## src/rtl/alu_ctrl_seq_if.sv

```systemverilog
// Request/result handshake bundle between the control unit and alu_ctrl_seq.
// master = requester/consumer side, slave = the sequencer itself.
interface alu_ctrl_seq_if #(
   parameter int FN_W   = 6,
   parameter int OP_W   = 3,
   parameter int CTRL_W = 4
);
   logic              in_valid;
   logic              in_ready;
   logic [OP_W-1:0]   x_ALU;
   logic [FN_W-1:0]   fn_code;
   logic              out_valid;
   logic              out_ready;
   logic [CTRL_W-1:0] control;
   logic              busy;
   logic              illegal;

   modport master (
      output in_valid, x_ALU, fn_code, out_ready,
      input  in_ready, out_valid, control, busy, illegal
   );

   modport slave (
      input  in_valid, x_ALU, fn_code, out_ready,
      output in_ready, out_valid, control, busy, illegal
   );
endinterface

```

## src/rtl/alu_ctrl_seq.sv

```systemverilog
// Registered, handshaked ALU control decoder with a multi-cycle multiply window.
// Optional sticky illegal-code trap: define ALU_CTRL_ILLEGAL_TRAP_EN.
module alu_ctrl_seq #(
   parameter int FN_W       = 6,
   parameter int OP_W       = 3,
   parameter int CTRL_W     = 4,
   parameter int MUL_CYCLES = 8
) (
   input logic           clk,
   input logic           rst,
   alu_ctrl_seq_if.slave bus
);
   localparam int CNT_W = $clog2(MUL_CYCLES);

   localparam logic [3:0] CTRL_MUL = 4'b1000;
   localparam logic [3:0] CTRL_NOP = 4'b1100;

   typedef enum logic [1:0] {IDLE, BUSY, VALID} state_e;

   typedef struct packed {
      logic [3:0] ctrl;
      logic       is_mul;
      logic       is_illegal;
   } dec_t;

   function automatic dec_t decode(input logic [OP_W-1:0] op, input logic [FN_W-1:0] fn);
      dec_t d;
      d.ctrl       = CTRL_NOP;
      d.is_mul     = 1'b0;
      d.is_illegal = 1'b0;
      case (op)
         OP_W'(0): d.ctrl = 4'b0111;
         OP_W'(1): begin
            case (fn)
               FN_W'(1):  d.ctrl = 4'b0001;
               FN_W'(2):  d.ctrl = 4'b0010;
               FN_W'(3):  d.ctrl = 4'b0011;
               FN_W'(4):  d.ctrl = 4'b0100;
               FN_W'(5):  d.ctrl = 4'b0000;
               FN_W'(6):  d.ctrl = 4'b1110;
               FN_W'(7):  d.ctrl = 4'b1101;
               FN_W'(8):  d.ctrl = 4'b0110;
               FN_W'(9):  d.ctrl = 4'b0101;
               FN_W'(10): d.ctrl = 4'b1111;
               FN_W'(11): d.ctrl = 4'b0111;
               FN_W'(12): begin
                  d.ctrl   = CTRL_MUL;
                  d.is_mul = 1'b1;
               end
               default:   d.is_illegal = 1'b1;
            endcase
         end
         OP_W'(2): d.ctrl = 4'b0001;
         OP_W'(3): d.ctrl = 4'b0010;
         default:  d.is_illegal = 1'b1;
      endcase
      return d;
   endfunction

   state_e           state_q, state_d;
   logic [3:0]       ctrl_q, ctrl_d;
   logic [CNT_W-1:0] cnt_q, cnt_d;
   logic             in_ready, out_valid, busy, accept;
   dec_t             dec;

   assign dec = decode(bus.x_ALU, bus.fn_code);

   // NOTE: every combinational output gets a default before the case so no
   // path leaves it unassigned; that is what keeps this block latch-free.
   always_comb begin
      state_d   = state_q;
      ctrl_d    = ctrl_q;
      cnt_d     = cnt_q;
      in_ready  = 1'b0;
      out_valid = 1'b0;
      busy      = 1'b0;
      accept    = 1'b0;

      case (state_q)
         IDLE: in_ready = !rst;
         BUSY: begin
            busy = 1'b1;
            if (cnt_q == '0) state_d = VALID;
            else             cnt_d   = cnt_q - 1'b1;
         end
         VALID: begin
            out_valid = 1'b1;
            in_ready  = bus.out_ready && !rst;
            if (bus.out_ready) state_d = IDLE;
         end
         default: state_d = IDLE;
      endcase

      // An accept overrides the hand-back to IDLE, giving back-to-back results.
      accept = bus.in_valid && in_ready;
      if (accept) begin
         ctrl_d = dec.ctrl;
         if (dec.is_mul) begin
            state_d = BUSY;
            cnt_d   = CNT_W'(MUL_CYCLES - 1);
         end else begin
            state_d = VALID;
         end
      end
   end

   // NOTE: sequential state uses non-blocking assignments so every register
   // samples pre-edge values regardless of statement order.
   always_ff @(posedge clk) begin
      if (rst) begin
         state_q <= IDLE;
         ctrl_q  <= '0;
         cnt_q   <= '0;
      end else begin
         state_q <= state_d;
         ctrl_q  <= ctrl_d;
         cnt_q   <= cnt_d;
      end
   end

`ifdef ALU_CTRL_ILLEGAL_TRAP_EN
   logic illegal_q;

   always_ff @(posedge clk) begin
      if (rst)                          illegal_q <= 1'b0;
      else if (accept && dec.is_illegal) illegal_q <= 1'b1;
   end

   assign bus.illegal = illegal_q;
`else
   logic unused_illegal;
   assign unused_illegal = dec.is_illegal;
   assign bus.illegal    = 1'b0;
`endif

   assign bus.in_ready  = in_ready;
   assign bus.out_valid = out_valid;
   assign bus.busy      = busy;
   assign bus.control   = CTRL_W'(ctrl_q);
endmodule
```

## src/flat_wrapper.sv

```systemverilog
// flat-port wrapper written by rule: the top's interface ports become plain ports
module alu_ctrl_seq_flat 
#(
   parameter int FN_W       = 6,
   parameter int OP_W       = 3,
   parameter int CTRL_W     = 4,
   parameter int MUL_CYCLES = 8
)
  (clk, rst, bus_in_valid, bus_x_ALU, bus_fn_code, bus_out_ready, bus_in_ready, bus_out_valid, bus_control, bus_busy, bus_illegal);
  alu_ctrl_seq_if #(.FN_W(FN_W), .OP_W(OP_W), .CTRL_W(CTRL_W)) bus_i ();
  input logic clk;
  input logic rst;
  input wire logic [$bits(bus_i.in_valid)-1:0] bus_in_valid;
  input wire logic [$bits(bus_i.x_ALU)-1:0] bus_x_ALU;
  input wire logic [$bits(bus_i.fn_code)-1:0] bus_fn_code;
  input wire logic [$bits(bus_i.out_ready)-1:0] bus_out_ready;
  output wire logic [$bits(bus_i.in_ready)-1:0] bus_in_ready;
  output wire logic [$bits(bus_i.out_valid)-1:0] bus_out_valid;
  output wire logic [$bits(bus_i.control)-1:0] bus_control;
  output wire logic [$bits(bus_i.busy)-1:0] bus_busy;
  output wire logic [$bits(bus_i.illegal)-1:0] bus_illegal;
  assign bus_i.in_valid = bus_in_valid;
  assign bus_i.x_ALU = bus_x_ALU;
  assign bus_i.fn_code = bus_fn_code;
  assign bus_i.out_ready = bus_out_ready;
  assign bus_in_ready = bus_i.in_ready;
  assign bus_out_valid = bus_i.out_valid;
  assign bus_control = bus_i.control;
  assign bus_busy = bus_i.busy;
  assign bus_illegal = bus_i.illegal;
  alu_ctrl_seq #(.FN_W(FN_W), .OP_W(OP_W), .CTRL_W(CTRL_W), .MUL_CYCLES(MUL_CYCLES)) u_core (.clk(clk), .rst(rst), .bus(bus_i));
endmodule
```

## config.mk

```make
export PLATFORM = sky130hd
export DESIGN_NAME = alu_ctrl_seq_flat
export DESIGN_NICKNAME = d
export VERILOG_FILES = /design/src/rtl/alu_ctrl_seq_if.sv /design/src/rtl/alu_ctrl_seq.sv /design/src/flat_wrapper.sv
export SDC_FILE = /design/constraint.sdc
export NUM_CORES = 1
export LEC_CHECK = 0
export CAP_MARGIN = 20
export CORE_MARGIN = 2
export CORE_UTILIZATION = 46
export CTS_BUF_LIST = sky130_fd_sc_hd__clkbuf_2
export CTS_CLUSTER_DIAMETER = 50
export CTS_CLUSTER_SIZE = 8
export DETAILED_ROUTE_END_ITERATION = 7
export GPL_ROUTABILITY_DRIVEN = 0
export PLACE_DENSITY = 0.9
export SYNTH_ARGS = -nofsm -noshare
export SYNTH_HDL_FRONTEND = slang
export SYNTH_SLANG_ARGS = --single-unit
```

## constraint.sdc

```tcl
create_clock -name clk -period 1.6 [get_ports clk]
set_input_delay 0.16 -clock clk [delete_from_list [all_inputs] [get_ports clk]]
set_output_delay 0.16 -clock clk [all_outputs]
set_load 0.01 [all_outputs]
```

Word-level counts from Yosys, hierarchy flattened
Index checks and enable logic that the tools add are counted.
Operators by class
  equal/unequal tests: 20
  mux-type cells: 16
  reductions and logical operators: 7
  add/sub/neg operators: 1
Operator list (count)
  4-bit one-hot mux with 12 select lines: 1
  6-bit by 4-bit == test with 1-bit output, second input constant: 5
  6-bit by 3-bit == test with 1-bit output, second input constant: 4
  4-bit one-hot mux with 4 select lines: 1
  6-bit by 2-bit == test with 1-bit output, second input constant: 2
  3-bit two-way mux: 4
  2-bit two-way mux: 4
  3-bit by 2-bit == test with 1-bit output, second input constant: 2
  6-bit by 1-bit == test with 1-bit output, second input constant: 1
  3-bit zero test: 2
  2-bit one-hot mux with 3 select lines: 1
  1-bit two-way mux: 4
  3-bit by 1-bit == test with 1-bit output, second input constant: 1
  3-bit by 1-bit != test with 1-bit output, second input constant: 1
  3-bit by 2-bit != test with 1-bit output, second input constant: 1
  3-bit AND reduction: 1
  3-bit by 1-bit subtractor with 3-bit output, second input constant: 1
  2-bit by 1-bit == test with 1-bit output, second input constant: 1
  2-bit == test, second input constant: 1
  1-bit logical AND: 2
  2-bit zero test: 1
  2-bit by 1-bit != test with 1-bit output, second input constant: 1
  1-bit one-hot mux with 2 select lines: 1
  1-bit zero test: 1
Storage, ports and cells
  bits of input ports: 13
  output and inout bits: 8
  flip-flop bits (word level): 9

Logic depth before layout (Yosys ltp)
Gate-level depths: netlist (run 1).
  depth in word-level cells: 6
  mapped depth: 7
  gate-level depth less buffers: 7

Worst setup path after synthesis (run 1)
OpenSTA, ideal clock, no wires.
  path kind: register -> register
  from: register u_core.cnt_q[0]
  to: register u_core.cnt_q[0]
  cell stages (with the launch flop): 7
  period minus slack after synthesis: 1325 ps
  arrival time: 1207 ps
  buffers on the path: 0
  path slack: 275 ps
  cells stage by stage: dfxtp_1 -> inv_1 -> ha_1 -> ha_1 -> nor3b_2 -> xnor2_1 -> a21oi_1
On the way
  cells in the longest elaborated chain, start to end: 5
Ends and longest elaborated chain
  start: declaration: RTL line alu_ctrl_seq.sv:62  | logic [CNT_W-1:0] cnt_q, cnt_d;
  start signal: assignment: RTL line alu_ctrl_seq.sv:117  | cnt_q <= cnt_d;
  3-bit by 1-bit subtractor with 3-bit output or 3-bit zero test (tied branches): RTL line alu_ctrl_seq.sv:84, alu_ctrl_seq.sv:83
  3-bit two-way mux: RTL line alu_ctrl_seq.sv:83  | if (cnt_q == '0) state_d = VALID;
  3-bit two-way mux *: RTL line alu_ctrl_seq.sv:79  | case (state_q)
  3-bit two-way mux: RTL line alu_ctrl_seq.sv:98  | if (dec.is_mul) begin
  3-bit two-way mux *: RTL line alu_ctrl_seq.sv:96  | if (accept) begin
Mark *: on every way between the ends. The rest lies on a longest branch, timed or not.
A chain may end at the register's enable or synchronous reset.

Worst setup path after layout (run 1)
  from: register u_core.cnt_q[0]
  to: register u_core.cnt_q[1]
On the way
  cells in the longest elaborated chain, start to end: 5
Ends and longest elaborated chain (RTL line)
  3-bit by 1-bit subtractor with 3-bit output or 3-bit zero test (tied branches): alu_ctrl_seq.sv:84, alu_ctrl_seq.sv:83
  3-bit two-way mux *: alu_ctrl_seq.sv:83
  3-bit two-way mux *: alu_ctrl_seq.sv:79
  3-bit two-way mux: alu_ctrl_seq.sv:98
  3-bit two-way mux *: alu_ctrl_seq.sv:96
Marked as above.

==> metrics.txt, run 1 <==
outcome=finished, final reports clean; arrival time of the worst setup path=1620 ps; gr ovfl total=0; global-route wire length before repair=2.27 mm; post-CTS setup buffers=0; post-synth top area share=0.289; total routed wirelength=approximately 1.5 mm; Initial Util=0.486; Max-Cap Viols=0; hold-critical path depth=2; Worst Path Required=1750 ps; share of post-route cells with drive strength above 1=0.187; most common cell after layout, fill and taps aside=clkdlybuf4s50_1; Yosys warning count=0; Final Hold Fails=0; crit path time final=1480 ps; Finished Cell Area=905 um^2; HP Class=reg2reg; final period utilization=0.922; Synth area leader=dfxtp_1; clock-pin slew on the worst setup and hold paths=approximately 100 ps; die height=40.8 um; number of H-tree levels=1; buffer depth of the longest clock path=2; ANT cells=0; worst setup path start=u_core.cnt_q[0]; Startpoint Class=flip-flop; Final Max Slew Viols=0; Final Skew=approximately 18 ps; I/O pin count=21; core area=0.00128 mm^2; cts hold-fix bufs=0; GRT Util Overall=0.220; final worst slack=between 100 and 150 ps; Cell variety after synth=30; DRC errors left=0; clock latency at the later pin of the worst-skew pair=270 ps; Synth Cell Area=624 um^2; Worst VDD drop=0.278 mV; I/O Buffers=19; register area share after synthesis=0.289; synth top area cells=dfxtp_1 (29%), a21oi_1 (6.4%), ha_1 (6.0%); num rows=13; Iter 0 DRT Violations=15; Die X=40.8 um; r2r startpoint=u_core.cnt_q[0]; largest net degree at the start of global routing=8; DR pass1 iterations=4; Routed WL per cell=12.1 um; Static Leakage=0.000389 uW; hold_ws=471 ps; hpwl dp=1.15 mm; CP max FO=4; pwr dens=slightly below 600 mW/mm^2; synth-to-layout area growth=44.9%; RSZ-0062 raised after global routing=false; Achievable Freq=678 MHz; placed instance area=875 um^2; DRT antenna net count=0; syn nets=94; total negative slack=0 ps; reg2reg path depth=7; Mapped Cells=around 80; Nets=about 120; DR vias=approximately 650; hold path startpoint=u_core.bus.control[2]; post-synthesis area per instance=8.00 um^2; total clock sinks=9; Via density=5.29; antenna violations before repair=0; most frequent cells in the layout=clkdlybuf4s50_1 (17), inv_1 (10), buf_4 (9), a21oi_1 (8), dfxtp_1 (7); vias in the first global route=561; Yosys reg bits=9; root buffer cell=clkbuf_2; DIE AREA=0.00167 mm^2; critical path class=reg2reg; Num CTS Buffers=3; Worst Setup End Kind=flip-flop; TritonCTS clock tree=done; pre-CTS setup slack=12.9 ps; Final Setup Violations=0
-- routing by layer --
metal	up-vias	global-route usage	part of all wire
met1	286	0.236	0.43
met5	-	0	0
met3	5	0.0652	0.060
met4	0	0.175	0.033
li1	330	-	-
met2	24	0.355	0.48
-- worst paths after layout --
kind                      endpoint  slack, ps
max                u_core.cnt_q[1]        120
min          u_core.bus.control[2]        470
max reg2reg        u_core.cnt_q[1]        120
min reg2reg  u_core.bus.control[2]        470
-- where the power goes --
group | switching [uW] | leakage (uW) | internal (uW)
sequential | 7.25 | 0.0000743 | 234
combinational | 60.6 | 0.000298 | 78.9
clock | 88.9 | 0.0000166 | 66.3
total | 157 | 0.000389 | 379
-- timing repair --
action | in CTS | in global routing
pin swaps | 0 | 0
endpoints found under the setup margin | 2 | 3
resized for setup | 2 | 3
-- registers in the layout (all words and copies together) (netlist names) --
signal	count
u_core.bus.control	4
u_core.cnt_q	3
u_core.state_q	2
-- through the flow --
stage,instances,utilization,power [uW]
2_1_floorplan,78,-,306
3_3_place_gp,118,0.681,381
3_5_place_dp,118,0.681,385
4_1_cts,122,0.696,538
5_1_grt,122,0.704,574
6_report,122,0.704,536
-- layout make-up --
| type | count | area [um^2] |
|---|---|---|
| well taps | 15 | 18.8 |
| inverters | 10 | 37.5 |
| clock buffers | 4 | 20.0 |
| fillers | 114 | 380 |
| flip-flops and latches | 9 | 183 |
| repair buffers | 28 | 259 |
| multi-input cells | 56 | 387 |
-- worst max-delay path: stages, from the launching register on --
cell and delay, ps:
dfxtp_1 350, inv_1 50, ha_1 210, ha_1 230, nor3b_4 280, nand2_1 80, o21ai_0 80, a21oi_1 90
-- Yosys cell counts --
master,n
a21oi_1,8
a221oi_2,2
a22o_1,1
a22oi_1,1
a31oi_1,1
a32o_1,1
a41o_1,1
and4b_1,1
buf_4,2
buf_6,1
conb_1,1
dfxtp_1,9
ha_1,3
inv_1,10
nand2_1,6
nand2b_1,2
nand3_1,2
nand3b_1,2
nand4_4,1
nor2_1,4
nor2_2,1
nor2b_1,3
nor3_1,3
nor3b_1,1
nor3b_2,1
o211ai_1,2
o21ai_0,4
o21ai_1,2
or3_1,1
xnor2_1,1
-- cell families (layout without fill, tap and decap cells) --
family	Yosys count	count (layout)	share of synthesized area
other	1	1	0.00601
AOI/OAI and AO/OA	23	23	0.253
and+or+nand+nor	28	28	0.277
DFF	9	9	0.289
buffers and inverters	13	42	0.102
adders and majority gates	3	3	0.0601
xor gates and xnor gates	1	1	0.0140
No activity file was read; power rests on OpenSTA's default activity.
==> inputs of run 2 (changes only) <==
- CAP_MARGIN: 20 -> 10
- CTS_CLUSTER_DIAMETER: 50 -> unset
==> results of run 2 <==
The final DEF is identical to that of run 1; final timing and power are the same.
